`src/rtl/rca_operand_fifo.sv`:
```
// Operand staging FIFO in front of one PR-unit data input: buffers issue-side operands
// and holds the oldest entry on data_out until the PR unit acknowledges it.
module rca_operand_fifo #(
  parameter int DATA_W = 32,
  parameter int DEPTH  = 4
) (
  input  logic                       clk,
  input  logic                       rst,
  input  logic                       flush,
  input  logic [DATA_W-1:0]          wr_data,
  input  logic                       wr_valid,
  output logic                       wr_ready,
  output logic [DATA_W-1:0]          data_out,
  output logic                       data_valid_out,
  input  logic                       data_in_ack,
  output logic [$clog2(DEPTH+1)-1:0] count,
  output logic                       underflow_err
);

  localparam int PW = $clog2(DEPTH);
  localparam int CW = $clog2(DEPTH+1);
  localparam logic [CW-1:0] FULL_CNT = CW'(DEPTH);

  logic [DATA_W-1:0] mem [DEPTH];
  logic [PW-1:0]     rd_ptr;
  logic [PW-1:0]     wr_ptr;
  logic              push;
  logic              pop;
  logic              empty;

  // Handshake: a word transfers on the rising edge where valid and ready/ack are both high;
  // wr_ready and data_valid_out come only from registered count, so neither ack nor
  // wr_valid can combinationally affect the other side.
  assign empty          = (count == '0);
  assign wr_ready       = (count != FULL_CNT);
  assign data_valid_out = !empty;
  assign data_out       = empty ? '0 : mem[rd_ptr];
  assign push           = wr_valid & wr_ready;
  assign pop            = data_in_ack & data_valid_out;

  always_ff @(posedge clk) begin
    if (rst || flush) begin
      rd_ptr        <= '0;
      wr_ptr        <= '0;
      count         <= '0;
      underflow_err <= 1'b0;
    end else begin
      if (push) begin
        wr_ptr <= wr_ptr + PW'(1);
      end
      if (pop) begin
        rd_ptr <= rd_ptr + PW'(1);
      end
      if (push && !pop) begin
        count <= count + CW'(1);
      end else if (pop && !push) begin
        count <= count - CW'(1);
      end
      if (data_in_ack && empty) begin
        underflow_err <= 1'b1;
      end
    end
  end

  // Storage is deliberately left untouched by rst/flush; empty masks stale contents.
  always_ff @(posedge clk) begin
    if (!rst && !flush && push) begin
      mem[wr_ptr] <= wr_data;
    end
  end

endmodule

```
`config.mk`:
```
export PLATFORM = sky130hd
export DESIGN_NAME = rca_operand_fifo
export DESIGN_NICKNAME = d
export VERILOG_FILES = /design/src/rtl/rca_operand_fifo.sv
export SDC_FILE = /design/constraint.sdc
export NUM_CORES = 1
export LEC_CHECK = 0
export ABC_AREA = 1
export BUFFER_PORTS_ARGS = -buffer_cell sky130_fd_sc_hd__buf_2
export CAP_MARGIN = 40
export CORE_UTILIZATION = 51
export DETAILED_ROUTE_END_ITERATION = 10
export PLACE_DENSITY = 0.85
export SYNTH_ARGS = -nofsm -noshare
export SYNTH_HDL_FRONTEND = slang
export SYNTH_SLANG_ARGS = --single-unit
```
`constraint.sdc`:
```
create_clock -name clk -period 2.9 [get_ports clk]
set_clock_uncertainty 0.1 [all_clocks]
set_input_delay 0.435 -clock clk [delete_from_list [all_inputs] [get_ports clk]]
set_output_delay 0.435 -clock clk [all_outputs]
set_load 0.05 [all_outputs]
```
# After elaboration in Yosys (flattened, before gate mapping)
# Memory sizes are Yosys's and may differ from the RTL's. A register that Yosys moved wholly into a read port is not among the register bits.
# Index checks and enable logic that the tools add are counted.
[totals]
regBits = 8
latch_bits = 0
memories = 1
mem_bits_rw = 128
romBits = 0
elab_cells = 32
output_inout_bits = 38
[mem_list]
columns = ["name", "depth", "width", "read_ports", "rd_ports_with_merged_regs", "wr", "line", "text"]
rows = [
  ["mem", 4, 32, 1, 1, 1, "24", "logic [DATA_W-1:0] mem [DEPTH];"],
]
[classes]
n_addsub = 4
n_lt_le_gt_ge = 0
n_div = 0
eq_ne = 1
muxes = 7
bitwise = 2
mul = 0
n_reduce_logical = 13
shift = 0
[op_table]
columns = ["op", "n"]
rows = [
  ["$mux 32", 1],
  ["$mux 3", 2],
  ["$logic_and 1x1->1", 5],
  ["$logic_not 1->1", 5],
  ["$add 2x1->2 const B", 2],
  ["$mux 2", 2],
  ["$add 3x1->3 const B", 1],
  ["$logic_not 3->1", 1],
  ["$ne 3x3->1 const B", 1],
  ["$sub 3x1->3 const B", 1],
  ["$and 1x1->1", 2],
  ["$mux 1", 2],
  ["$reduce_bool 2->1", 1],
  ["$logic_or 1x1->1", 1],
]

# Longest topological paths before layout
# Gate-level depths: netlist (run 1).
[depth]
depth_word = 6
depth_mapped = 12
mapped_depth_nobuf = 12

# Worst setup path before layout (run 1)
# Ideal clock, no wire load.
[synth_path]
path_kind = "register to register"
start = "reg count[0]"
end = "mem mem[0][0], enable pin"
n_path_buf = 0
arrival_time_ns = 2.574
slack_ns = -0.195
period_less_slack_ns = 3.095
stages_incl_launch_ff = 5
cell_sequence = "dfxtp_1 nor2_1 a21boi_2 nand2_1 nor2_1"
[synth_via]
elab_chain_len = 5
[synth_rtl]
columns = ["element", "line", "text"]
rows = [
  ["from (decl)", "16", "output logic [$clog2(DEPTH+1)-1:0] count,"],
  ["from (signal assigned)", "55", "count <= count + CW'(1);"],
  ["from (signal assigned)", "57", "count <= count - CW'(1);"],
  ["$ne 3x3->1", "35", "assign wr_ready = (count != FULL_CNT);"],
  ["$and 1x1->1", "38", "assign push = wr_valid & wr_ready;"],
  ["net push", "27", "logic push;"],
  ["$logic_and 1x1->1", "67", "if (!rst && !flush && push) begin"],
  ["$mux 1", "67", ""],
  ["$mux 1 (not written as such)", "68", "mem[wr_ptr] <= wr_data;"],
  ["to (decl)", "24", ""],
]
# The timed path passes the listed nets, and every way through them passes these cells.

==> run metrics, run 1 <==
Die X=106 um; sw frac=0.244; Relative slew margins=0.538; P&R area growth vs syn=21.3%; Clock transition at path regs=0.06 ns; synth top area cells=edfxtp_1 70%, nor2_1 9.6%, dfxtp_1 3.6%, o21ai_0 3.5%, a21oi_1 3.4%; met1 usage=0.242; busiest metal layer after global routing=met2; Critical Path AT=between 2 and 2.5 ns; flops & latches, synth=approximately 140; syn_area_per_cell=12.2 sq um; Max clock buf depth=2; Clk pwr share=0.450; unrepaired setup endpoints after global routing=no; Tightest Hold Check Type=input pin to flip-flop; clk_lat worst skew=roughly 0.51 ns; core area=around 10000 sq um; largest net degree at the start of global routing=45; critical path type=flip-flop to output port; Reg2Reg Depth=12; die area=around 11000 sq um; initial core utilization=0.530; H-tree depth=4; Cell Pwr Density=a little under 800 nW/um^2; met2 usage=0.373; sequential fraction of the synthesis area=0.735; GRT Total Usage=0.208; Synth cell types=20; Pint=around 3.9 mW; Syn Nets=approximately 490; first-pass GRT wire length=17500 um; crit-path max FO=35; leak pwr=2.50 nW; status=complete, no violations; hold buffers post-CTS=0; filler cell count in the final layout=798; placed cell area=about 6000 sq um; DR pass1 iterations=4; hold_sp=wr_data[9]; DP HPWL=6500 um; crit path time final=roughly 2.7 ns; combinational power share=0.120; max-cap violation count=0; post-route ant nets=0; Max Freq=roughly 370 MHz; CTS buffer count=17; detailed-route via count=between 3k and 4k; row count=37; final setup violation count=0; # nets final=roughly 580; final hold violations=0; Final Instance Area=between 6000 and 7000 sq um; vias in the first global route=3659; fin. max-slew vios=0; Worst Tran Pin Value=a little under 0.7 ns; 1st-iter DRT viols=~230; setup_tns=0 ns; diodes inserted=0; initial antenna violation count=0; VDD IR max=roughly 0.00043 V; total gr overflow=0; die height=between 100 and 150 um; routed wire length=11000 um; CTS Root Cell=clkbuf_8; Critical Path Sink Type=output port; wire per inst=16.1 um; CTS Sinks=138; drt via density=5.31; grt met3 use=0.0588; Yosys top cell by area=edfxtp_1; Syn Inst Count=between 400 and 500; area of the mapped netlist=about 5500 sq um; crit share post-route=0.938; hold-critical path depth=1; # IOs=between 70 and 80; RePlAce Congestion=approximately 0.74; WP data required=2.37 ns; critical path launch point type=flip-flop; DR DRC count=0; Synth top area share=0.699; share of layout cells above drive strength 1=0.227; CTS tree=done; Flop pwr share=0.430; reg2reg start=count[0]; post-CTS setup buffer count=0; final hold slack=0.0282 ns; sw power=about 1.3 mW; IO Port Bufs=74; Warnings, synthesis=0; post-CTS resize count=0
==> logic make-up after synthesis <==
group	count (synthesis)	share of synthesized area
adder cells (fa/ha/maj)	6	0.0150
AND/OR/NAND/NOR	164	0.114
AO/OA/AOI/OAI	102	0.0940
buffers and inverters	40	0.0400
flip-flops	138	0.735
XOR/XNOR	1	0.00159
==> worst max-delay path: stages, from the launching register on <==
cell	delay, ns
dfxtp_2	0.33
inv_2	0.43
buf_12	0.25
o21ai_0	0.11
a21oi_1	0.23
buf_2	0.31
==> metrics by stage <==
stage / setup slack, ns / cells / power [mW] / utilization
4_1_cts: 0.120 / 683 / 5.20 / 0.643
3_3_place_gp: 0.751 / 651 / 2.87 / 0.581
5_1_grt: 0.0383 / 683 / 5.32 / 0.643
6_report: 0.180 / 683 / 5.16 / 0.643
2_1_floorplan: -0.195 / 451 / 2.73 / -
3_5_place_dp: 0.676 / 651 / 2.88 / 0.581
==> cell usage after synthesis <==
cell	number
inv_2	2
xor2_1	1
clkbuf_1	8
o21ai_0	38
edfxtp_1	128
nand2_2	1
nor2_1	141
a21oi_1	37
inv_1	15
nand2_1	17
o21ai_1	26
buf_4	3
dfxtp_1	10
nand3_1	4
a21boi_2	1
ha_1	5
nand3b_1	1
buf_2	5
buf_6	7
fa_1	1
==> sequential cells by signal (all words and copies together) (netlist names), named ones only <==
| name | cells |
|---|---|
| wr_ptr | 2 |
| rd_ptr | 2 |
| underflow_err | 1 |
| count | 3 |
| mem | 128 |
==> cells in the final DEF (no fill, tap or decap), types with 2 or more instances in the layout <==
| master | netlist | routed |
|---|---|---|
| a21oi_1 | 37 | 37 |
| buf_2 | 5 | 74 |
| buf_4 | 3 | 12 |
| bufinv_16 | 0 | 6 |
| clkbuf_1 | 8 | 2 |
| clkbuf_16 | 0 | 16 |
| clkinv_1 | 0 | 2 |
| clkinv_2 | 0 | 2 |
| dfxtp_1 | 10 | 9 |
| edfxtp_1 | 128 | 128 |
| ha_1 | 5 | 5 |
| inv_1 | 15 | 15 |
| inv_2 | 2 | 2 |
| nand2_1 | 17 | 17 |
| nand3_1 | 4 | 4 |
| nor2_1 | 141 | 137 |
| nor2_4 | 0 | 4 |
| o21ai_0 | 38 | 38 |
| o21ai_1 | 26 | 26 |
==> worst paths after layout <==
check | end | slack [ns]
worst max-delay path | data_out[11] | 0.18
worst min-delay path | mem[3][9] | 0.03
worst max register to register | count[2] | 0.92
worst min register to register | underflow_err | 0.36
==> power groups by stage <==
stage / clock, mW / combinational (mW) / sequential (mW)
after detailed placement: 0 / 0.619 / 2.26
after global placement: 0 / 0.605 / 2.26
after floorplan: 0 / 0.444 / 2.28
after global routing: 2.44 / 0.660 / 2.22
after CTS: 2.35 / 0.622 / 2.22
final: 2.32 / 0.617 / 2.22
==> metal layers <==
metal,up-vias,part of all wire
li1,1736,-
met4,0,0.011
met3,14,0.051
met2,130,0.53
met5,-,0
met1,1747,0.41
==> cell type report <==
class,count,area (sq um),share of cell area
well taps,136,170,0.0255
inverters,17,63.8,0.00957
clock buffers,19,422,0.0632
clock inverters,13,223,0.0334
multi-input cells,273,1260,0.190
flip-flops and latches,138,4050,0.607
repair buffers,87,480,0.0720
No activity file was read; power rests on OpenSTA's default activity.
==> inputs of run 2 (changes only) <==
--- a/config.mk
+++ b/config.mk
@@ -8,9 +8,11 @@
 export ABC_AREA = 1
 export BUFFER_PORTS_ARGS = -buffer_cell sky130_fd_sc_hd__buf_2
 export CAP_MARGIN = 40
-export CORE_UTILIZATION = 51
+export CELL_PAD_IN_SITES_DETAIL_PLACEMENT = 2
+export CELL_PAD_IN_SITES_GLOBAL_PLACEMENT = 2
+export CORE_UTILIZATION = 38
 export DETAILED_ROUTE_END_ITERATION = 10
-export PLACE_DENSITY = 0.85
+export PLACE_DENSITY = 0.88
 export SYNTH_ARGS = -nofsm -noshare
 export SYNTH_HDL_FRONTEND = slang
 export SYNTH_SLANG_ARGS = --single-unit
==> constraint.sdc (replaced) <==
create_clock -name clk -period 3 [get_ports clk]
set_clock_uncertainty 0.1 [all_clocks]
set_input_delay 0.45 -clock clk [delete_from_list [all_inputs] [get_ports clk]]
set_output_delay 0.45 -clock clk [all_outputs]
set_load 0.05 [all_outputs]
==> run metrics, run 2 (synthesis gave the netlist of run 1 again) <==
status=complete, no violations; Worst path max stage delay=0.60 ns (+0.17 ns); initial antenna violation count=0 (unchanged); first-pass GRT wire length=24900 um (+42%); met2 usage=0.414 (+0.0411); DP Worst Slack=0.462 ns (-0.214 ns); core area=14000 sq um (+35%); Final Instance Area=6610 sq um (-0.92%); Tightest Hold Check Type=input pin to flip-flop; final non-filler cell total=726 (+6.3%); Max Freq=roughly 350 MHz; busiest metal layer after global routing=met2; grt met3 use=0.0441 (-0.0146); hold buffers post-CTS=0 (unchanged); final hold violations=0 (unchanged); Max clock buf depth=2 (unchanged); leak pwr=2.44 nW (-2.2%); final setup violation count=0 (unchanged); routed wire length=15900 um (+45%); commonest non-fill, non-tap cell in the layout=nor2_1; drt via density=5.22 (-1.8%); share of layout cells above drive strength 1=0.225 (-0.00142); total gr overflow=0 (unchanged); fin. max-slew vios=0 (unchanged); Critical Path Sink Type=output port; max FFs per register=128 (unchanged); row count=43 (+16%); crit path time final=2.85 ns; DP HPWL=10300 um (+59%); crit-path max FO=22 (-37%); Util after Layout=0.472 (-0.171); filler cell count in the final layout=1415 (+77%); Worst Tran Pin Value=0.729 ns (+0.0372 ns); DR DRC count=0 (unchanged); diodes inserted=0 (unchanged); P&R area growth vs syn=20.2%; critical path launch point type=flip-flop; Biggest register=mem; detailed-route via count=3787 (+4.4%); Relative slew margins=0.513 (-0.0249); placed cell area=6090 sq um (+1.1%); critical path type=flip-flop to output port; Die X=122 um (+16%); vias in the first global route=4332 (+18%); DR pass1 iterations=4 (unchanged); Final WS setup=0.152 ns (-0.0284 ns); met1 usage=0.277 (+0.0351); clk_lat worst skew=0.42 ns (-0.09 ns); RePlAce Congestion=0.749 (+1.1%); CTS Sinks=138 (unchanged); worst path bufs/invs=2 (-1); GRT Total Usage=0.232 (+0.0245); Top cell by count, worst path=nor2_1; post-route ant nets=0 (unchanged); CTS Root Cell=clkbuf_16; CP max-delay cell=dfxtp_2; die height=122 um (+16%); max-cap violation count=0 (unchanged); CTS buffer count=17 (unchanged); initial core utilization=0.393 (-0.137); Clock transition at path regs=0.06 ns (about the same); delay-heaviest family, CP=buffers and inverters; unrepaired setup endpoints after global routing=no; largest net degree at the start of global routing=34 (-24%); Largest regs=mem x128, count x3; H-tree depth=4 (unchanged); # nets final=577 (unchanged); CP cell instances=buf_4 > nor2_1 > nor2_1 > o21ai_0 > a21oi_1 > buf_2; Critical Path AT=2.30 ns (+0.12 ns); 1st-iter DRT viols=218 (-6.8%); most frequent cells in the layout=137 x nor2_1, 128 x edfxtp_1, 74 x buf_2, 38 x o21ai_0, 37 x a21oi_1; post-CTS setup buffer count=0 (unchanged); placed insts=695 (+6.8%); # IOs=75 (unchanged); WP data required=2.45 ns (+0.08 ns); Cell Pwr Density=709 nW/um^2 (-8.4%); CTS tree=done; post-CTS resize count=0 (unchanged); IO Port Bufs=74 (unchanged); wire per inst=22.0 um (+36%); VDD IR max=0.000493 V (+16%); crit share post-route=0.949; die area=15000 sq um (+34%)
==> run 2: metrics by stage <==
step                      hold WS (ns)  TNS, ns  total power [mW]
after floorplan                  0.367   -12.20              2.63
after global placement           0.335        0              2.79
after detailed placement         0.407        0              2.82
after CTS                        0.135        0              4.72
after global routing             0.153        0              4.82
final                            0.155        0              4.68
==> run 2: layout make-up <==
cell class	instances	area [sq um]	area share
clock buffers	21	440	0.0667
clock inverters	10	78.8	0.0119
inverters	17	63.8	0.00966
multi-input cells	273	1260	0.191
flip-flops and latches	138	4050	0.612
well taps	180	225	0.0341
repair buffers	87	488	0.0738
==> run 2: metal layers <==
metal  part of all wire  vias to the layer above
li1                   -                     1735
met1               0.42                     1935
met2               0.53                       91
met3              0.031                       26
met4              0.023                        0
met5                  0                        -
==> run 2: path summary, 6_finish.rpt <==
path | startpoint | endpoint | slack (ns) | cells after the start
max | flip-flop | data_out[24] | 0.15 | 6
min | wr_data[25] | mem[2][25] | 0.15 | 1
max reg2reg | count[0] | mem[2][7] | 0.64 | 5
min reg2reg | underflow_err | underflow_err | 0.43 | 2
==> run 2: where the power goes <==
| part | total [mW] | switching (mW) | internal (mW) |
|---|---|---|---|
| Combinational | 0.626 | 0.497 | 0.129 |
| Sequential | 2.16 | 0.0208 | 2.13 |
| Clock | 1.90 | 0.782 | 1.12 |
| Total | 4.68 | 1.30 | 3.38 |
